`src/rtl/arb_mux_pkg.sv`:
```
// arb_mux shared definitions.
// Mode encodings used by the arbitrating multiplexer.
package arb_mux_pkg;

    typedef enum logic [1:0] {
        ARB_FIXED = 2'b00,
        ARB_RR    = 2'b01,
        ARB_FORCE = 2'b10,
        ARB_RSVD  = 2'b11
    } arb_mode_e;

endpackage

```
`src/rtl/arb_mux_pick.sv`:
```
// arb_pick: combinational grant selection.
// Rotating priority search or forced index.
module arb_pick
    import arb_mux_pkg::*;
#(
    parameter int N  = 4,
    parameter int SW = $clog2(N)
) (
    input  logic [N-1:0]  valid,
    input  logic [SW-1:0] start,
    input  logic          force_en,
    input  logic [SW-1:0] force_idx,
    output logic [N-1:0]  gnt_onehot,
    output logic [SW-1:0] gnt_idx,
    output logic          any
);

    int w_c;

    // First valid at/after start (wrapping), or the forced channel only.
    always_comb begin
        gnt_onehot = '0;
        gnt_idx    = '0;
        any        = 1'b0;
        w_c        = 0;
        if (force_en) begin
            for (int i = 0; i < N; i++) begin
                if (force_idx == SW'(i) && valid[i]) begin
                    gnt_onehot[i] = 1'b1;
                    gnt_idx       = SW'(i);
                    any           = 1'b1;
                end
            end
        end else begin
            for (int k = 0; k < N; k++) begin
                w_c = int'(start) + k;
                if (w_c >= N) begin
                    w_c = w_c - N;
                end
                if (!any && valid[w_c]) begin
                    gnt_onehot[w_c] = 1'b1;
                    gnt_idx         = SW'(w_c);
                    any             = 1'b1;
                end
            end
        end
    end

endmodule

```
`src/rtl/arb_mux.sv`:
```
// arb_mux: N-channel registered arbitrating multiplexer.
// Valid/ready on each input and on the single output.
module arb_mux
    import arb_mux_pkg::*;
#(
    parameter int WIDTH = 32,
    parameter int N     = 4,
    parameter int SW    = $clog2(N)
) (
    input  logic             clk,
    input  logic             reset,
    input  logic [1:0]       mode,
    input  logic [SW-1:0]    sel,
    input  logic [N*WIDTH-1:0] in_data,
    input  logic [N-1:0]     in_valid,
    output logic [N-1:0]     in_ready,
    output logic [WIDTH-1:0] out_data,
    output logic             out_valid,
    input  logic             out_ready,
    output logic [SW-1:0]    out_sel
);

    logic [WIDTH-1:0] r_data;
    logic [SW-1:0]    r_sel;
    logic             r_valid;
    logic [SW-1:0]    r_ptr;

    arb_mode_e        w_mode;
    logic             w_load;
    logic             w_rr;
    logic             w_force;
    logic [SW-1:0]    w_start;
    logic [N-1:0]     w_onehot;
    logic [SW-1:0]    w_idx;
    logic             w_any;
    logic [WIDTH-1:0] w_gdata;

    assign w_mode  = arb_mode_e'(mode);
    assign w_rr    = (w_mode == ARB_RR);
    assign w_force = (w_mode == ARB_FORCE);
    assign w_start = w_rr ? r_ptr : '0;
    assign w_load  = ~r_valid | out_ready;

    arb_pick #(
        .N  (N),
        .SW (SW)
    ) u_pick (
        .valid      (in_valid),
        .start      (w_start),
        .force_en   (w_force),
        .force_idx  (sel),
        .gnt_onehot (w_onehot),
        .gnt_idx    (w_idx),
        .any        (w_any)
    );

    assign in_ready = w_onehot & {N{w_load & ~reset}};

    // Route the granted channel's data to the output register input.
    always_comb begin
        w_gdata = '0;
        for (int i = 0; i < N; i++) begin
            if (w_onehot[i]) begin
                w_gdata = in_data[i*WIDTH +: WIDTH];
            end
        end
    end

    // Output register and round-robin pointer; drain and refill share an edge.
    always_ff @(posedge clk) begin
        if (reset) begin
            r_data  <= '0;
            r_sel   <= '0;
            r_valid <= 1'b0;
            r_ptr   <= '0;
        end else if (w_load) begin
            if (w_any) begin
                r_data  <= w_gdata;
                r_sel   <= w_idx;
                r_valid <= 1'b1;
                if (w_rr) begin
                    r_ptr <= (w_idx == SW'(N-1)) ? '0 : w_idx + SW'(1);
                end
            end else begin
                r_valid <= 1'b0;
            end
        end
    end

    assign out_data  = r_data;
    assign out_valid = r_valid;
    assign out_sel   = r_sel;

endmodule
```
`config.mk`:
```
export PLATFORM = sky130hd
export DESIGN_NAME = arb_mux
export DESIGN_NICKNAME = d
export VERILOG_FILES = /design/src/rtl/arb_mux_pkg.sv /design/src/rtl/arb_mux_pick.sv /design/src/rtl/arb_mux.sv
export SDC_FILE = /design/constraint.sdc
export NUM_CORES = 1
export LEC_CHECK = 0
export CAP_MARGIN = 20
export CELL_PAD_IN_SITES_DETAIL_PLACEMENT = 2
export CELL_PAD_IN_SITES_GLOBAL_PLACEMENT = 2
export CORE_MARGIN = 2
export CORE_UTILIZATION = 21
export CTS_CLUSTER_SIZE = 12
export DETAILED_ROUTE_END_ITERATION = 8
export PLACE_DENSITY = 0.82
export SYNTH_ARGS = -nofsm -noshare
export SYNTH_HDL_FRONTEND = slang
export SYNTH_SLANG_ARGS = --single-unit
```
`constraint.sdc`:
```
create_clock -name clk -period 6.3 [get_ports clk]
set_clock_uncertainty 0.2 [all_clocks]
set_input_delay 0.63 -clock clk [delete_from_list [all_inputs] [get_ports clk]]
set_output_delay 0.63 -clock clk [all_outputs]
set_load 0.01 [all_outputs]
```
Yosys cells after proc, flatten, opt, wreduce, memory -nomap -nowiden
Cells that the tools add are included.
- input port bits: 139
- bits in latches: 0
- word-level logic and storage cells: 121
- bits in read-only memories: 0
- memory bits (writable): 0
- register bits after elaboration: 37
- memories: 0
- divide/modulo/power cells: 0
- bitwise logic cells: 8
- equality and inequality tests: 6
- $lt $le $gt $ge: 12
- $mul: 0
- reductions and logical operators: 17
- shifts and indexed selects: 0
- muxes and demuxes: 66
- add/sub/neg operators: 8
- operator list (operator ; number):
    $mux W32 ; 12
    $ge A32 B1 Y1 const B ; 4
    $lt A32 B4 Y1 const B ; 4
    $ge A32 B4 Y1 const B ; 3
    $sub A32 B4 Y32 const B ; 3
    $mux W4 ; 8
    $mux W1 ; 29
    $mux W2 ; 9
    $or A4 B4 Y4 ; 3
    $logic_and A1 B1 Y1 ; 11
    $bmux W1 S2 ; 4
    $demux W1 S2 ; 4
    $eq A2 B2 Y1 const B ; 4
    $add A2 B2 Y3 const B ; 2
    $and A4 B4 Y4 ; 1
    $eq A2 B1 Y1 const B ; 2
    $sub A2 B3 Y4 const B ; 1
    $add A2 B1 Y3 const B ; 1
    $ge A2 B3 Y1 const B ; 1
    $logic_not A1 Y1 ; 3
    $reduce_and A3 Y1 ; 1
    $add A2 B1 Y2 const B ; 1
    $logic_not A2 Y1 ; 1
    $not A1 Y1 ; 2
    other kinds (3) ; 3

Logic depth before layout (Yosys ltp)
Gate-level depths: netlist of the first run.
- depth in word-level cells: 26
- gate-level depth with buffers: 12
- gate-level depth less buffers: 9

Cells and area by module
A second synthesis of the first run with hierarchy kept.
- cell total of the unflattened synthesis: 401
- area total of the unflattened synthesis: 3310.7 µm²
- modules (own cells, without submodules) (module ; area an instance (µm²) ; cells an instance ; seq. area each (µm²) ; instances):
    arb_mux ; 2722.6 ; 330 ; 740.7 ; 1
    arb_pick ; 588.1 ; 71 ; 0.0 ; 1

Least setup slack after synthesis of the first run
Ideal clock, no wire load.
- path kind: input port to output port
- from: input port mode[1]
- to: output port in_ready[1]
- cell stages on the path: 9
- arrival: 2.935 ns
- setup slack: 2.535 ns
- cells stage by stage: nand3b_1 -> ha_1 -> nor4bb_1 -> mux2i_1 -> o211ai_1 -> nand2_1 -> a32o_2 -> buf_6 -> nor3_1
- longest elaborated chain between the ends: 23
- elaborated cells on any way between the ends: 78
- those cells by class: add/sub: 7; order compare: 12; eq/ne: 2; mux: 43; bitwise: 4; reduce/logical: 10
- RTL lines (element ; RTL line ; source):
    from (decl) ; arb_mux.sv:12 ; input logic [1:0] mode,
    branches (longest 21 deep; another with $sub A32 B4 Y32) ; - ;
    $mux W4 * ; arb_mux_pick.sv:26 ; if (force_en) begin
    $and A4 B4 Y4 * ; arb_mux.sv:57 ; assign in_ready = w_onehot & {N{w_load & ~reset}};
    to (decl) ; arb_mux.sv:16 ; output logic [N-1:0] in_ready,
Mark *: on every way between the ends. The select of a mux whose other input is x is not followed.

Worst setup path in the final report of the first run
- from: input port mode[0]
- to: output port in_ready[1]
The elaborated chain is that of the path after synthesis.

==> results of run 1 <==
[sequential cells by signal (all words and copies together) (netlist names)]
signal and cells:
out_data 32, r_ptr 2, out_valid 1, out_sel 2
[cells by family (layout without fill, tap and decap cells)]
logic type,after synthesis,count (layout)
flops,37,37
simple gates,132,132
buf+inv,48,200
compound gates,163,163
fa+ha+maj,8,8
mux,5,5
[area by class of cell]
type                       count  area share, %
clock buffer                   6           2.67
clock inverter                 2          0.722
inverter                       6          0.529
multi-input combinational    308           41.3
sequential                    37           14.2
tap                          184           4.43
timing repair buffer         186           36.1
[placed cells by master (no fill, tap or decap), types with 2 or more instances in the layout]
cell type,netlist,layout
a211oi_1,2,2
a21oi_1,12,12
a22oi_1,32,32
a311oi_1,32,32
a31oi_1,35,33
a31oi_4,0,2
a32o_2,2,2
a32oi_2,2,2
and2_1,2,2
and3b_1,2,2
buf_16,0,2
buf_4,1,7
clkbuf_16,0,5
clkdlybuf4s50_1,0,177
dfxtp_1,37,37
ha_1,8,8
inv_1,4,4
mux2_2,2,2
mux2i_1,2,2
nand2_1,46,46
nand3_1,12,12
nand3b_1,4,4
nand4b_1,2,2
nor2_1,9,8
nor2b_1,37,37
nor3_1,4,4
nor4bb_1,2,2
o21ai_0,4,4
o31ai_1,32,32
[worst max-delay path by stage]
stage / startpoint / slack, ns / depth (start not counted) / endpoint
4_1_cts: mode[0] / 0.97 / 10 / in_ready[1]
3_3_place_gp: mode[0] / 1.07 / 10 / in_ready[1]
6_report: mode[0] / 0.95 / 10 / in_ready[1]
2_1_floorplan: mode[1] / 2.54 / 9 / in_ready[1]
5_1_grt: mode[0] / 0.65 / 10 / in_ready[1]
3_5_place_dp: mode[0] / 0.97 / 10 / in_ready[1]
[through the flow]
step,utilization [%],hold slack [ns]
final,36.1,0.281
after global routing,36.1,0.312
after CTS,35.7,0.285
after detailed placement,34.5,0.270
after global placement,34.5,0.261
after floorplan,-,0.280
[tightest hold or removal path: stages, from the launching register on]
cell and delay (ns):
dfxtp_1 0.32, a22oi_1 0.07, o31ai_1 0.06
[power by group through the flow]
stage	clock network [mW]	registers (mW)	logic, mW
floorplan	0	0.299	0.162
global placement	0	0.286	0.364
detailed placement	0	0.288	0.375
CTS	0.312	0.283	0.377
global route	0.320	0.286	0.412
finish	0.302	0.283	0.378
[metal layers]
metal | vias to the layer above | share of wire [%] | track usage [%]
li1 | 1841 | - | -
met1 | 1872 | 44 | 24.4
met2 | 122 | 49 | 33.2
met3 | 25 | 4.2 | 2.84
met4 | 0 | 2.8 | 5.88
met5 | - | 0 | 0
[cells in the mapped netlist, types with 4 or more instances]
| library cell | number |
|---|---|
| a21oi_1 | 12 |
| a22oi_1 | 32 |
| a311oi_1 | 32 |
| a31oi_1 | 35 |
| buf_2 | 11 |
| buf_6 | 4 |
| clkbuf_1 | 26 |
| dfxtp_1 | 37 |
| ha_1 | 8 |
| inv_1 | 4 |
| nand2_1 | 46 |
| nand3_1 | 12 |
| nand3b_1 | 4 |
| nor2_1 | 9 |
| nor2b_1 | 37 |
| nor3_1 | 4 |
| o21ai_0 | 4 |
| o31ai_1 | 32 |
==> out/results.tsv, run 1 <==
metric	value	unit
post-synthesis simple-gate area fraction	22.8	%
FP Rows	44	
post-route ant nets	0	
multi-input logic area	2150	um^2
Reg clk slew, reported paths	0.06	ns
CTS tree	built	
root buf cell	clkbuf_16	
Clock Power Share	31.4	%
adder-cell share of the synthesized area	3.26	%
mapped cell area	3070	um^2
startpoint types	input port	
Post-DP HPWL	11400	um
Slew @ Worst Pin	0.781	ns
share of cells above drive strength 1	6.06	%
Setup CP Type	input port to output pin	
routed len/inst	20.7	um
most common flop cell mapped by yosys	dfxtp_1	
final setup violation count	0	
Clock Path Buffers	2	
Int Pwr	0.666	mW
post-synth top area share	24.1	%
Seq. cell area	741	um^2
clock latency on the worst-skew pair	0.28	ns
largest cells by area after synthesis	dfxtp_1, a311oi_1, a22oi_1	
placed cells	719	
flops & latches, synth	37	
WP data arrival	4.52	ns
vias per cell	5.29	
CP max stage delay	0.60	ns
DR pass1 iterations	4	
IO Port Bufs	177	
Vias	3860	
r2r worst-path depth	10	
VDD IR max	0.000103	V
Ys Warns	0	
max-cap violations	0	
fill cell count	1608	
Synth Area in Compound Gates	40.1	%
hold_sp	out_data[25]$_SDFFE_PP0P_	
DR iter-0 viols	167	
diode count	0	
post-synthesis xor/xnor area fraction	0	%
CTS Hold Bufs	0	
Critical Path, Cell by Cell	clkdlybuf4s50_1 > and3b_1 > ha_1 > nor4bb_1 > mux2i_1 > o211ai_1 > nand2_1 > a32o_2 > nor3_1 > clkdlybuf4s50_1	
DR DRC count	0	
H-tree Lvls	2	
nets	691	
Die Ht	125	um
first-pass GRT wire length	24000	um
post-synth top area cell	dfxtp_1	
Die W	125	um
cell family with most CP delay	simple AND/OR/NAND/NOR gates	
largest net degree at the start of global routing	65	
sequential-to-total area share from yosys stat	24.1	%
flop2flop setup slack	2.41	ns
Switching Power	0.298	mW
Tcrit/Tclk final	85.0	%
total CTS buffers	5	
fin area	5200	um^2
Hold Crit Depth	2	
vias in the first global route	4205	
largest fanout on the critical path	33	
post-synth cell types	53	
gpl congestion	0.849	
io pins	178	
post-route insts no fill	729	
Hold Path End	out_data[25]$_SDFFE_PP0P_	
Synth Net Count	540	
worst setup margin	0.946	ns
Crit path required time	5.47	ns
sum of negative setup slack	0	ns
PostCTS Resize Cnt	0	
Routed WL	15100	um
Reg power frac	29.4	%
slowest CP cell	and3b_1	
Post-DP Area	4970	um^2
Rel. slew slack	47.8	%
total chip power	0.963	mW
Setup crit end kind	output pin	
CP Buf/Inv Count	2	
Mapped Avg Cell Area	7.81	um^2
Hold Path Class	flop to flop	
gr usage total	19.1	%
mux cell area share after synthesis	2.12	%
number of synthesized flops with an enable pin	0	
fmax	187	MHz
Post-Syn Instances	393	
main combinational cell family by area after synthesis	compound AO/OA/AOI/OAI gates	
status	completed	
Pleak	1.80	nW
GRT overflow	0	
RSZ-0062 raised after global routing	no	
Reg-to-Reg Start	r_ptr[0]$_SDFFE_PP0P_	
async set or reset register ratio after synthesis	0	%
Placeable Area	14400	um^2
number of antenna violations at the first check in global routing	0	
Final Hold Viols	0	
clk sinks	37	
effective utilization at floorplan	21.3	%
Slew Viols, Final	0	
CP most frequent cell	clkdlybuf4s50_1	
die area	15600	um^2
worst slack, placed	0.975	ns
switch share	30.9	%
Layout area overhead	69.5	%
Tmin final	5.35	ns
FF-to-FF End	out_data[13]$_SDFFE_PP0P_	
Comb pwr share	39.2	%
power per cell area	185	nW/um^2
Post CTS Setup Buffer Count	0	
(Power assumes the default switching activity.)
==> run 2: changes to the inputs <==
- CORE_UTILIZATION: 21 -> 20
- PLACE_DENSITY: 0.82 -> 0.79
- clock period: 6.3 -> 5.6 ns (I/O delays scaled with it)
==> run 2 against run 1 <==
Highest routed layer unchanged. Largest cell class unchanged. Sequential cell count stayed put. Global-route usage is 0.68 points lower. Via count is 0.96% lower. Worst setup slack worse by 0.12 ns. Critical path depth stayed put. Sequential share of layout area is 0.10 points higher. Non-clock buffer count is 2 higher.
==> out/results.tsv, run 2 (synthesis results as in run 1) <==
metric	value	unit	change
Reg clk slew, reported paths	0.06	ns	about the same
Post-DP HPWL	11500	um	+0.85%
Routed WL	15200	um	+0.91%
Post CTS Setup Buffer Count	0		unchanged
vias in the first global route	4232		+0.64%
first-pass GRT wire length	23900	um	-0.46%
gr usage total	18.4	%	-0.68 points
post-route ant nets	0		unchanged
Comb pwr share	39.9	%	+0.7 points
Rel. slew slack	40.8	%	-7.0 points
diode count	0		unchanged
io pins	178		unchanged
max-cap violations	0		unchanged
Slew @ Worst Pin	0.888	ns	+0.107 ns
Layout area overhead	68.3	%	
fmax	209	MHz	
DR DRC count	0		unchanged
Vias	3823		-0.96%
routed len/inst	20.7	um	+0.23%
CTS Hold Bufs	0		unchanged
IO Port Bufs	177		unchanged
largest fanout on the critical path	9		-73%
Switching Power	0.334	mW	+12%
RSZ-0062 raised after global routing	no		
switch share	31.4	%	+0.47 points
Slew Viols, Final	0		unchanged
Largest register FFs	32		unchanged
share of cells above drive strength 1	6.23	%	+0.17 points
sum of negative setup slack	0	ns	unchanged
multi-input logic area	2150	um^2	unchanged
Pleak	1.79	nW	-0.62%
Placeable Area	15100	um^2	+4.6%
die area	16400	um^2	+4.8%
Reg power frac	29.8	%	+0.4 points
Seq. cell area	741	um^2	unchanged
Clock Power Share	30.2	%	-1.2 points
final setup violation count	0		unchanged
Hold Path Class	flop to flop		
largest net degree at the start of global routing	65		unchanged
power per cell area	206	nW/um^2	+11%
clock latency on the worst-skew pair	0.28	ns	about the same
most frequent cells in the layout	clkdlybuf4s50_1, nand2_1, nor2b_1, dfxtp_1, a31oi_1		
Clock Path Buffers	2		unchanged
WP data arrival	4.01	ns	-0.51 ns
DR iter-0 viols	192		+15%
Critical Path, Cell by Cell	clkdlybuf4s50_1 > nand3b_1 > ha_1 > nor4bb_1 > mux2i_1 > o211ai_1 > nand2_1 > a32o_2 > nor3_1 > clkdlybuf4s50_1		
Die Ht	128	um	+2.4%
worst setup margin	0.826	ns	-0.120 ns
most common cell after layout, fill and taps aside	clkdlybuf4s50_1		
startpoint types	input port		
VDD IR max	0.0000869	V	-16%
status	completed		
vias per cell	5.21		-1.6%
Post-DP Area	5000	um^2	+0.70%
clk sinks	37		unchanged
PostCTS Resize Cnt	0		unchanged
CP max stage delay	0.57	ns	-0.03 ns
fill cell count	1683		+4.7%
root buf cell	clkbuf_16		
total CTS buffers	5		unchanged
nets	693		+0.29%
cell family with most CP delay	buffers and inverters		
Crit path required time	4.84	ns	-0.63 ns
H-tree Lvls	2		unchanged
slowest CP cell	clkdlybuf4s50_1		
gpl congestion	0.799		-5.9%
CP Buf/Inv Count	2		unchanged
Int Pwr	0.731	mW	+9.8%
Setup CP Type	input port to output pin		
fin area	5160	um^2	-0.70%
worst slack, placed	0.816	ns	-0.159 ns
effective utilization at floorplan	20.3	%	-0.94 points
GRT overflow	0		unchanged
DR pass1 iterations	4		unchanged
FP Rows	45		+2.3%
Tcrit/Tclk final	85.3	%	
Tmin final	4.77	ns	
Final Hold Viols	0		unchanged
Die W	128	um	+2.4%
number of antenna violations at the first check in global routing	0		unchanged
Setup crit end kind	output pin		
CTS tree	built		
CP most frequent cell	clkdlybuf4s50_1		
run 2: changes by cell type in the layout (fill, tap and decap cells not counted), sizes merged:
| cell | previous run | this run |
|---|---|---|
| buf | 9 | 11 |
| clkinvlp | 1 | 0 |
| clkbuf | 6 | 5 |
| clkinv | 0 | 1 |
run 2: power groups by stage:
stage | sequential [mW] | combinational, mW | clock [mW]
floorplan | 0.336 | 0.182 | 0
global placement | 0.321 | 0.418 | 0
detailed placement | 0.324 | 0.428 | 0
CTS | 0.318 | 0.430 | 0.332
global route | 0.322 | 0.461 | 0.341
finish | 0.318 | 0.425 | 0.322
run 2: final cells by class:
type | instances | area share (%)
multi-input combinational | 308 | 41.6
timing repair buffer | 188 | 35.9
sequential | 37 | 14.3
tap | 188 | 4.55
clock buffer | 5 | 2.42
clock inverter | 2 | 0.678
inverter | 6 | 0.533
run 2: through the flow:
stage                     instances  hold slack, ns  util, %  power (mW)
after CTS                       734           0.285     34.2        1.08
after global routing            734           0.311     34.2        1.12
final                           734           0.279     34.2        1.06
after global placement          727           0.263     33.2       0.738
after detailed placement        727           0.269     33.2       0.751
after floorplan                 393           0.280        -       0.518
run 2: final timing paths:
check / startpoint / end / slack, ns / cells after the start
worst min-delay path: out_data[27]$_SDFFE_PP0P_ / out_data[27]$_SDFFE_PP0P_ / 0.28 / 2
worst max-delay path: mode[0] / in_ready[1] / 0.83 / 10
worst max register to register: r_ptr[1]$_SDFFE_PP0P_ / out_data[12]$_SDFFE_PP0P_ / 1.72 / 9
worst min register to register: out_data[27]$_SDFFE_PP0P_ / out_data[27]$_SDFFE_PP0P_ / 0.28 / 2
run 2: routing by layer:
| layer | track usage [%] | wire (um) | up-vias |
|---|---|---|---|
| li1 | - | - | 1838 |
| met1 | 23.7 | 6860 | 1868 |
| met2 | 32.7 | 7510 | 107 |
| met3 | 2.46 | 639 | 10 |
| met4 | 4.46 | 216 | 0 |
| met5 | 0 | 0 | - |
run 2: worst register-to-register path, delay by kind of cell, from the launching register on:
family,cells,cell delay (ns)
compound gates,5,1.82
fa+ha+maj,1,0.51
simple gates,2,0.48
flops,1,0.45
buf+inv,1,0.35
==> run 3: changes to the inputs <==
- CTS_CLUSTER_DIAMETER: default -> 40
==> results of run 3 <==
No change in the layout: final DEF, timing and power equal those of run 2.
